## config.mk

```make
export PLATFORM = sky130hd
export DESIGN_NAME = toy_bus_ack_rr_arb_flat
export DESIGN_NICKNAME = d
export VERILOG_FILES = /design/src/rtl/toy_bus_ack_rr_arb_pkg.sv /design/src/rtl/toy_bus_ack_rr_arb_if.sv /design/src/rtl/toy_bus_pld_fifo2.sv /design/src/rtl/toy_bus_ack_rr_arb.sv /design/src/flat_wrapper.sv
export SDC_FILE = /design/constraint.sdc
export NUM_CORES = 1
export LEC_CHECK = 0
export ABC_AREA = 1
export CORE_AREA = 10 10 340 342
export CTS_CLUSTER_DIAMETER = 50
export DETAILED_ROUTE_END_ITERATION = 12
export DIE_AREA = 0 0 350 352
export PLACE_DENSITY = 0.53
export SLEW_MARGIN = 20
export SYNTH_ARGS = -nofsm -noshare
export SYNTH_HDL_FRONTEND = slang
export SYNTH_SLANG_ARGS = --single-unit
```

## constraint.sdc

```tcl
create_clock -name clk -period 3.2 [get_ports clk]
set_input_delay 0.48 -clock clk [delete_from_list [all_inputs] [get_ports clk]]
set_output_delay 0.48 -clock clk [all_outputs]
set_load 0.01 [all_outputs]
```

## src/rtl/toy_bus_ack_rr_arb_pkg.sv

```systemverilog
// Shared toy_bus package: ToyBusAck payload struct, default field widths and port-select type.
package toy_bus_ack_rr_arb_pkg;

   localparam int DEF_DATA_W = 256;
   localparam int DEF_SB_W   = 32;
   localparam int DEF_ID_W   = 4;

   typedef struct packed {
      logic                  opcode;
      logic [DEF_DATA_W-1:0] data;
      logic [DEF_SB_W-1:0]   sideband;
      logic [DEF_ID_W-1:0]   src_id;
      logic [DEF_ID_W-1:0]   tgt_id;
   } toy_bus_ack_t;

   typedef enum logic {
      PORT0 = 1'b0,
      PORT1 = 1'b1
   } port_e;

   // Flattened payload width for a given field configuration.
   function automatic int pld_w(input int data_w, input int sb_w, input int id_w);
      return 1 + data_w + sb_w + 2 * id_w;
   endfunction

endpackage

```

## src/rtl/toy_bus_ack_rr_arb_if.sv

```systemverilog
// ToyBusAck handshake + payload bundle; master drives vld/payload, slave drives rdy.
interface toy_bus_ack_rr_arb_if #(
   parameter int DATA_W = toy_bus_ack_rr_arb_pkg::DEF_DATA_W,
   parameter int SB_W   = toy_bus_ack_rr_arb_pkg::DEF_SB_W,
   parameter int ID_W   = toy_bus_ack_rr_arb_pkg::DEF_ID_W
);
   logic              vld;
   logic              rdy;
   logic              opcode;
   logic [DATA_W-1:0] data;
   logic [SB_W-1:0]   sideband;
   logic [ID_W-1:0]   src_id;
   logic [ID_W-1:0]   tgt_id;

   modport master (
      output vld, opcode, data, sideband, src_id, tgt_id,
      input  rdy
   );

   modport slave (
      input  vld, opcode, data, sideband, src_id, tgt_id,
      output rdy
   );
endinterface

```

## src/rtl/toy_bus_pld_fifo2.sv

```systemverilog
// Two-entry payload FIFO; head register (ent0) directly feeds the consumer, full is registered state.
module toy_bus_pld_fifo2 #(
   parameter int W = 8
) (
   input  logic         clk,
   input  logic         rst,
   input  logic         push,
   input  logic [W-1:0] push_data,
   input  logic         pop,
   output logic         full,
   output logic         head_vld,
   output logic [W-1:0] head_data
);

   logic [1:0]   count;
   logic [W-1:0] ent0;
   logic [W-1:0] ent1;

   always_ff @(posedge clk) begin
      if (rst) begin
         count <= 2'd0;
         ent0  <= '0;
         ent1  <= '0;
      end else begin
         case (count)
            2'd0: begin
               if (push) begin
                  ent0  <= push_data;
                  count <= 2'd1;
               end
            end
            2'd1: begin
               // Push with pop replaces the departing head, count stays 1.
               if (push && pop) begin
                  ent0 <= push_data;
               end else if (push) begin
                  ent1  <= push_data;
                  count <= 2'd2;
               end else if (pop) begin
                  count <= 2'd0;
               end
            end
            default: begin
               if (pop) begin
                  ent0  <= ent1;
                  count <= 2'd1;
               end
            end
         endcase
      end
   end

   assign full      = (count == 2'd2);
   assign head_vld  = (count != 2'd0);
   assign head_data = ent0;

endmodule

```

## src/rtl/toy_bus_ack_rr_arb.sv

```systemverilog
// Two-input round-robin ToyBusAck merger with 2-entry output buffer.
// Optional per-input grant counters enabled by TOY_BUS_ACK_ARB_STAT_EN.
module toy_bus_ack_rr_arb
   import toy_bus_ack_rr_arb_pkg::*;
#(
   parameter int DATA_W = DEF_DATA_W,
   parameter int SB_W   = DEF_SB_W,
   parameter int ID_W   = DEF_ID_W
) (
   input  logic                  clk,
   input  logic                  rst,
   toy_bus_ack_rr_arb_if.slave   in0,
   toy_bus_ack_rr_arb_if.slave   in1,
   toy_bus_ack_rr_arb_if.master  out0
`ifdef TOY_BUS_ACK_ARB_STAT_EN
   ,
   output logic [15:0]           grant_cnt0,
   output logic [15:0]           grant_cnt1
`endif
);

   localparam int PLD_W = pld_w(DATA_W, SB_W, ID_W);

   port_e            ptr;
   logic             grant0;
   logic             grant1;
   logic             accept_ok;
   logic             push0;
   logic             push1;
   logic             push;
   logic             pop;
   logic             full;
   logic             head_vld;
   logic [PLD_W-1:0] pld0;
   logic [PLD_W-1:0] pld1;
   logic [PLD_W-1:0] push_pld;
   logic [PLD_W-1:0] head_pld;

   assign pld0 = {in0.opcode, in0.data, in0.sideband, in0.src_id, in0.tgt_id};
   assign pld1 = {in1.opcode, in1.data, in1.sideband, in1.src_id, in1.tgt_id};

   always_comb begin
      grant0 = 1'b0;
      grant1 = 1'b0;
      if (in0.vld && in1.vld) begin
         grant0 = (ptr == PORT0);
         grant1 = (ptr == PORT1);
      end else begin
         grant0 = in0.vld;
         grant1 = in1.vld;
      end
   end

   // Capacity comes only from registered FIFO state, so out0.rdy never reaches inX.rdy.
   assign accept_ok = !full && !rst;
   assign in0.rdy   = grant0 && accept_ok;
   assign in1.rdy   = grant1 && accept_ok;

   assign push0    = in0.vld && in0.rdy;
   assign push1    = in1.vld && in1.rdy;
   assign push     = push0 || push1;
   assign push_pld = push1 ? pld1 : pld0;
   assign pop      = out0.vld && out0.rdy;

   always_ff @(posedge clk) begin
      if (rst) begin
         ptr <= PORT0;
      end else if (push0) begin
         ptr <= PORT1;
      end else if (push1) begin
         ptr <= PORT0;
      end
   end

   toy_bus_pld_fifo2 #(
      .W (PLD_W)
   ) u_fifo (
      .clk       (clk),
      .rst       (rst),
      .push      (push),
      .push_data (push_pld),
      .pop       (pop),
      .full      (full),
      .head_vld  (head_vld),
      .head_data (head_pld)
   );

   // Masking with rst guarantees no output handshake completes during reset.
   assign out0.vld = head_vld && !rst;
   assign {out0.opcode, out0.data, out0.sideband, out0.src_id, out0.tgt_id} = head_pld;

`ifdef TOY_BUS_ACK_ARB_STAT_EN
   always_ff @(posedge clk) begin
      if (rst) begin
         grant_cnt0 <= 16'd0;
         grant_cnt1 <= 16'd0;
      end else begin
         if (push0 && (grant_cnt0 != 16'hFFFF)) grant_cnt0 <= grant_cnt0 + 16'd1;
         if (push1 && (grant_cnt1 != 16'hFFFF)) grant_cnt1 <= grant_cnt1 + 16'd1;
      end
   end
`endif

endmodule
```

## src/flat_wrapper.sv

```systemverilog
// flat-port wrapper written by rule: the top's interface ports become plain ports
module toy_bus_ack_rr_arb_flat import toy_bus_ack_rr_arb_pkg::*;
#(
   parameter int DATA_W = DEF_DATA_W,
   parameter int SB_W   = DEF_SB_W,
   parameter int ID_W   = DEF_ID_W
)
  (clk, rst, in0_vld, in0_opcode, in0_data, in0_sideband, in0_src_id, in0_tgt_id, in0_rdy, in1_vld, in1_opcode, in1_data, in1_sideband, in1_src_id, in1_tgt_id, in1_rdy, out0_vld, out0_opcode, out0_data, out0_sideband, out0_src_id, out0_tgt_id, out0_rdy);
  toy_bus_ack_rr_arb_if #(.DATA_W(DATA_W), .SB_W(SB_W), .ID_W(ID_W)) in0_i ();
  toy_bus_ack_rr_arb_if #(.DATA_W(DATA_W), .SB_W(SB_W), .ID_W(ID_W)) in1_i ();
  toy_bus_ack_rr_arb_if #(.DATA_W(DATA_W), .SB_W(SB_W), .ID_W(ID_W)) out0_i ();
  input  logic clk;
  input  logic rst;
  input wire logic [$bits(in0_i.vld)-1:0] in0_vld;
  input wire logic [$bits(in0_i.opcode)-1:0] in0_opcode;
  input wire logic [$bits(in0_i.data)-1:0] in0_data;
  input wire logic [$bits(in0_i.sideband)-1:0] in0_sideband;
  input wire logic [$bits(in0_i.src_id)-1:0] in0_src_id;
  input wire logic [$bits(in0_i.tgt_id)-1:0] in0_tgt_id;
  output wire logic [$bits(in0_i.rdy)-1:0] in0_rdy;
  input wire logic [$bits(in1_i.vld)-1:0] in1_vld;
  input wire logic [$bits(in1_i.opcode)-1:0] in1_opcode;
  input wire logic [$bits(in1_i.data)-1:0] in1_data;
  input wire logic [$bits(in1_i.sideband)-1:0] in1_sideband;
  input wire logic [$bits(in1_i.src_id)-1:0] in1_src_id;
  input wire logic [$bits(in1_i.tgt_id)-1:0] in1_tgt_id;
  output wire logic [$bits(in1_i.rdy)-1:0] in1_rdy;
  output wire logic [$bits(out0_i.vld)-1:0] out0_vld;
  output wire logic [$bits(out0_i.opcode)-1:0] out0_opcode;
  output wire logic [$bits(out0_i.data)-1:0] out0_data;
  output wire logic [$bits(out0_i.sideband)-1:0] out0_sideband;
  output wire logic [$bits(out0_i.src_id)-1:0] out0_src_id;
  output wire logic [$bits(out0_i.tgt_id)-1:0] out0_tgt_id;
  input wire logic [$bits(out0_i.rdy)-1:0] out0_rdy;
  assign in0_i.vld = in0_vld;
  assign in0_i.opcode = in0_opcode;
  assign in0_i.data = in0_data;
  assign in0_i.sideband = in0_sideband;
  assign in0_i.src_id = in0_src_id;
  assign in0_i.tgt_id = in0_tgt_id;
  assign in0_rdy = in0_i.rdy;
  assign in1_i.vld = in1_vld;
  assign in1_i.opcode = in1_opcode;
  assign in1_i.data = in1_data;
  assign in1_i.sideband = in1_sideband;
  assign in1_i.src_id = in1_src_id;
  assign in1_i.tgt_id = in1_tgt_id;
  assign in1_rdy = in1_i.rdy;
  assign out0_vld = out0_i.vld;
  assign out0_opcode = out0_i.opcode;
  assign out0_data = out0_i.data;
  assign out0_sideband = out0_i.sideband;
  assign out0_src_id = out0_i.src_id;
  assign out0_tgt_id = out0_i.tgt_id;
  assign out0_i.rdy = out0_rdy;
  toy_bus_ack_rr_arb #(.DATA_W(DATA_W), .SB_W(SB_W), .ID_W(ID_W)) u_core (.clk(clk), .rst(rst), .in0(in0_i), .in1(in1_i), .out0(out0_i));
endmodule
```

# Word level (Yosys, flattened, before mapping)
# Cells that the tools add are included.
# classes
n_eq_ne	6
mux	15
bitwise_logic	2
n_reduce_logical	19
# op_table
operator	n
297-bit 2-to-1 mux	4
297-bit case mux with 2 select lines	1
2-bit 2-to-1 mux	5
1-bit logical AND	9
2-bit != test, second input constant	3
3-bit AND reduction	2
1-bit 2-to-1 mux	4
2-bit case mux with 2 select lines	1
4-bit AND reduction	1
2-bit nonzero test	2
3-bit != test, second input constant	1
3-bit nonzero test	1
2-bit by 1-bit equality test with 1-bit output, second input constant	1
2-bit equality test, second input constant	1
1-bit zero test	2
2-bit zero test	1
1-bit NOT	2
1-bit logical OR	1
# totals
ff_bits	597
input_bits	599
word_cells	46

# Longest topological paths before layout
# logic_depth
word_depth	9
mapped_depth	12
ltp_nobuf	10

# By module
# A second synthesis with hierarchy kept.
# hier_totals
cells_unflattened	5183
area_unflattened_um2	31043.5
# by_module_without_submodules
mod	instances	cells_per_inst	area_each_um2	seq_area_each_um2
toy_bus_pld_fifo2	1	4144	26205.1	11931.4
toy_bus_ack_rr_arb	1	1039	4838.4	20.0

# Worst setup path before layout
# OpenSTA, ideal clock, no wires.
# synth_timing
path_type	input-to-output
start	input rst
end	output in1_rdy
arrival_time_ps	1264
t_required_ps	2720
slack_ps	1456
path_stages	6
n_path_buf	3
cell_sequence	inv_1 > nand2_1 > nor2_2 > buf_4 > buf_4 > buf_2
# synth_between
elab_chain_len	3
# synth_rtl
item	line_no	source
from (decl)	flat_wrapper.sv:13	input logic rst;
1-bit zero test	toy_bus_ack_rr_arb.sv:55	assign accept_ok = !full && !rst;
1-bit logical AND	toy_bus_ack_rr_arb.sv:55	
1-bit logical AND	toy_bus_ack_rr_arb.sv:57	assign in1.rdy = grant1 && accept_ok;
to (decl)	flat_wrapper.sv:27	output wire logic [$bits(in1_i.rdy)-1:0] in1_rdy;
# No other way between the ends.

# Worst setup path in the final report
# layout_timing
start	register u_core.u_fifo.count[0]
end	output in1_rdy
# layout_between
elab_chain_len	4
# layout_rtl
item	line_no	source
from (decl)	toy_bus_pld_fifo2.sv:15	logic [1:0] count;
from (signal assigned)	toy_bus_pld_fifo2.sv:21	count <= 2'd0;
from (signal assigned)	toy_bus_pld_fifo2.sv:29	count <= 2'd1;
from (signal assigned)	toy_bus_pld_fifo2.sv:38	count <= 2'd2;
2-bit equality test	toy_bus_pld_fifo2.sv:53	assign full = (count == 2'd2);
1-bit zero test	toy_bus_ack_rr_arb.sv:55	
1-bit logical AND	toy_bus_ack_rr_arb.sv:55	
1-bit logical AND	toy_bus_ack_rr_arb.sv:57	
# No other way between the ends.

==> impl_metrics.env <==
export IMPL_endpoint_kind="primary output"
export IMPL_final_setup_tns_ps=0
export IMPL_htreeDepth=3
export IMPL_synth_top_area_share_pct=35.6
export IMPL_holdPathStages=3
export IMPL_period_minus_slack_ps=2870
export IMPL_cp_arrival_ps=2390
export IMPL_yosys_warnings=0
export IMPL_gr_total_overflow=0
export IMPL_hold_buffers=0
export IMPL_slowest_stage="clkdlybuf4s50_1"
export IMPL_path_buf_inv=3
export IMPL_synth_net_count=6642
export IMPL_coreArea_um2=109000
export IMPL_critical_path_required_ps=2720
export IMPL_power_density_nw_per_um2=548
export IMPL_totalWireLength_mm=131
export IMPL_drt_iter0_drc=2163
export IMPL_drive_gt1_share_pct=5.24
export IMPL_globalplace_congestion=0.850
export IMPL_outcome="finished, final reports clean"
export IMPL_grt_max_degree=212
export IMPL_r2r_start="u_core.u_fifo.count[0]"
export IMPL_post_drt_wl_per_cell_um=15.8
export IMPL_via_count=35100
export IMPL_die_h_um=352
export IMPL_remaining_drc_errors=0
export IMPL_pin_count=899
export IMPL_holdPathEnd="u_core.u_fifo.count[1]"
export IMPL_fmax_mhz=349
export IMPL_cts_repair_resize_count=0
export IMPL_rows=121
export IMPL_initial_core_util_pct=30.9
export IMPL_critPathMostFrequentCell="nand2_1"
export IMPL_maxCapViolations=0
export IMPL_place_ws_ps=287
export IMPL_grt_first_pass_wirelength_mm=198
export IMPL_avgSynthCellArea_um2=5.55
export IMPL_synth_cells=6043
export IMPL_ys_ff_latch=597
export IMPL_cts_root_buf="clkbuf_16"
export IMPL_reg2regPathDepth=12
export IMPL_vdd_drop_max_mv=0.392
export IMPL_place_hpwl_mm=91.6
export IMPL_nets=7369
export IMPL_r2r_slack_ps=960
export IMPL_r2r_end="u_core.u_fifo.head_data[55]"
export IMPL_p_leak_nw=22.6
export IMPL_skew_ps=25.2
export IMPL_seq_area_um2=12000
export IMPL_drtPass1Iterations=5
export IMPL_synth_edf_count=0
export IMPL_synth_area_um2=33600
export IMPL_cts_tree="done"
export IMPL_numPortBuffers=898
export IMPL_fin_ws_ps=332
export IMPL_synth_distinct_cells=20
export IMPL_fillers=11700
export IMPL_fin_crit_sh_pct=89.6
export IMPL_worstHoldPathType="in -> reg"
export IMPL_clock_sinks=597
export IMPL_synthFlopType="dfxtp_1"
export IMPL_crit_fanout=20
export IMPL_worst_pin_slew_ps=1290
export IMPL_grt_antenna_before_repair=4
export IMPL_worstSkewPairLatency_ps=680
export IMPL_die_w_um=350
export IMPL_grt_pass1_vias=32600
export IMPL_clockBufferDepth=3
export IMPL_syn_to_final_growth_pct=40.9
export IMPL_synth_async_reset_ratio_pct=0
export IMPL_max_slew_margin_pct=14.0
export IMPL_synth_area_leaders="dfxtp_1 (36%), nand2_1 (23%), nor2_1 (13%)"
export IMPL_final_hold_violation_count=0
export IMPL_path_cells="inv_1 > nand2_1 > nand2_1 > nor2_4 > buf_12 > clkdlybuf4s50_1"
export IMPL_cp_start_kind="flip-flop"
export IMPL_synth_top_cell_by_area="dfxtp_1"
export IMPL_finalSetupViolCount=0
export IMPL_hp_start="out0_rdy"
export IMPL_cp_top_family="buffers and inverters"
export IMPL_rsz0062_at_grt="false"
export IMPL_clkTransAtPathRegs_ps=50
export IMPL_cp_depth=6
export IMPL_multi_input_area_um2=15400
export IMPL_critPathMaxStageDelay_ps=590
export IMPL_slew_violations=0
export IMPL_detail_route_antenna_nets=0
export IMPL_dieArea_um2=123000
export IMPL_via_per_inst=4.24
export IMPL_grtUsageTotal_pct=20.3
export IMPL_critPathKind="reg -> out"
export IMPL_yosysSeqAreaShare_pct=35.6
export IMPL_cts_buffers=96
export IMPL_power_mw=25.9
export IMPL_post_cts_buffers=0
## tightest hold or removal path, delay by kind of cell
| kind | cells | cell delay, ps |
|---|---|---|
| buffers and inverters | 2 | 510 |
| AND/OR/NAND/NOR | 1 | 110 |
## area by class of cell
| class | instances | area share [%] |
|---|---|---|
| well taps | 1414 | 3.74 |
| clock buffers | 131 | 5.87 |
| inverters | 1198 | 9.54 |
| repair buffers | 990 | 21.4 |
| diodes | 4 | 0.0212 |
| clock inverters | 46 | 1.56 |
| flip-flops and latches | 597 | 25.3 |
| multi-input cells | 3887 | 32.6 |
## synth_stat cells (2+ instances only)
| library cell | count |
|---|---|
| nand3_1 | 301 |
| a21oi_1 | 2 |
| nor2_1 | 1191 |
| buf_4 | 12 |
| inv_1 | 1044 |
| o21ai_1 | 297 |
| clkbuf_1 | 131 |
| dfxtp_1 | 597 |
| nor2_2 | 2 |
| nand2_1 | 2089 |
| buf_1 | 36 |
| buf_6 | 20 |
| clkinv_1 | 60 |
| buf_2 | 162 |
| inv_2 | 94 |
## cells by family after synthesis
group	after synthesis	synth area share, %
AOI/OAI and AO/OA	301	4.50
buffers and inverters	1559	18.6
DFF	597	35.6
and+or+nand+nor	3586	41.3
## worst max-delay path by stage
stage / startpoint / end / slack, ps
floorplan: rst / in1_rdy / 1460
global placement: rst / u_core.u_fifo.head_data[215] / 320
detailed placement: rst / u_core.u_fifo.head_data[55] / 290
CTS: u_core.u_fifo.count[0] / in1_rdy / 250
global route: u_core.u_fifo.count[0] / in1_rdy / 200
finish: u_core.u_fifo.count[0] / in1_rdy / 330
## state kept, by name, summed over array words and instances (netlist names)
signal and count:
u_core.u_fifo.count 2, u_core.ptr 1, u_core.u_fifo.head_data 297, u_core.u_fifo.ent1 297
## cells in the final DEF (no fill, tap or decap), types with 9 or more instances in the layout
cell type	n
inv_2	93
o21ai_1	296
nand3_1	299
nor2_1	1191
clkinv_2	9
inv_1	1043
buf_4	58
clkdlybuf4s50_1	898
clkbuf_16	97
bufinv_16	14
dfxtp_1	596
clkinv_1	60
buf_12	34
nand2_1	2089
clkbuf_8	22
clkbuf_1	12
## per-layer routing
layer | share of wire [%] | GRT usage, % | vias up | wire (um)
met5 | 0 | 0 | - | 0
met1 | 42 | 24.0 | 15400 | 54300
met2 | 50 | 36.1 | 755 | 65500
met3 | 5.9 | 4.84 | 136 | 7720
li1 | - | - | 18800 | -
met4 | 2.3 | 5.50 | 0 | 3030
## metrics by stage
stage | hold WS [ps] | instance area [um^2] | cells | util [%]
after global placement | 477 | 43800 | 8086 | 40.3
after detailed placement | 474 | 43800 | 8086 | 40.3
after CTS | 428 | 47300 | 8263 | 43.5
after floorplan | 452 | 33600 | 6043 | -
after global routing | 470 | 47300 | 8267 | 43.6
final | 476 | 47300 | 8267 | 43.6
## power breakdown
group          total (mW)  internal, mW  switching (mW)
registers            8.52          8.16           0.368
logic                6.08          2.68            3.40
clock network        11.3          7.25            4.05
No activity file was read; power rests on OpenSTA's default activity.
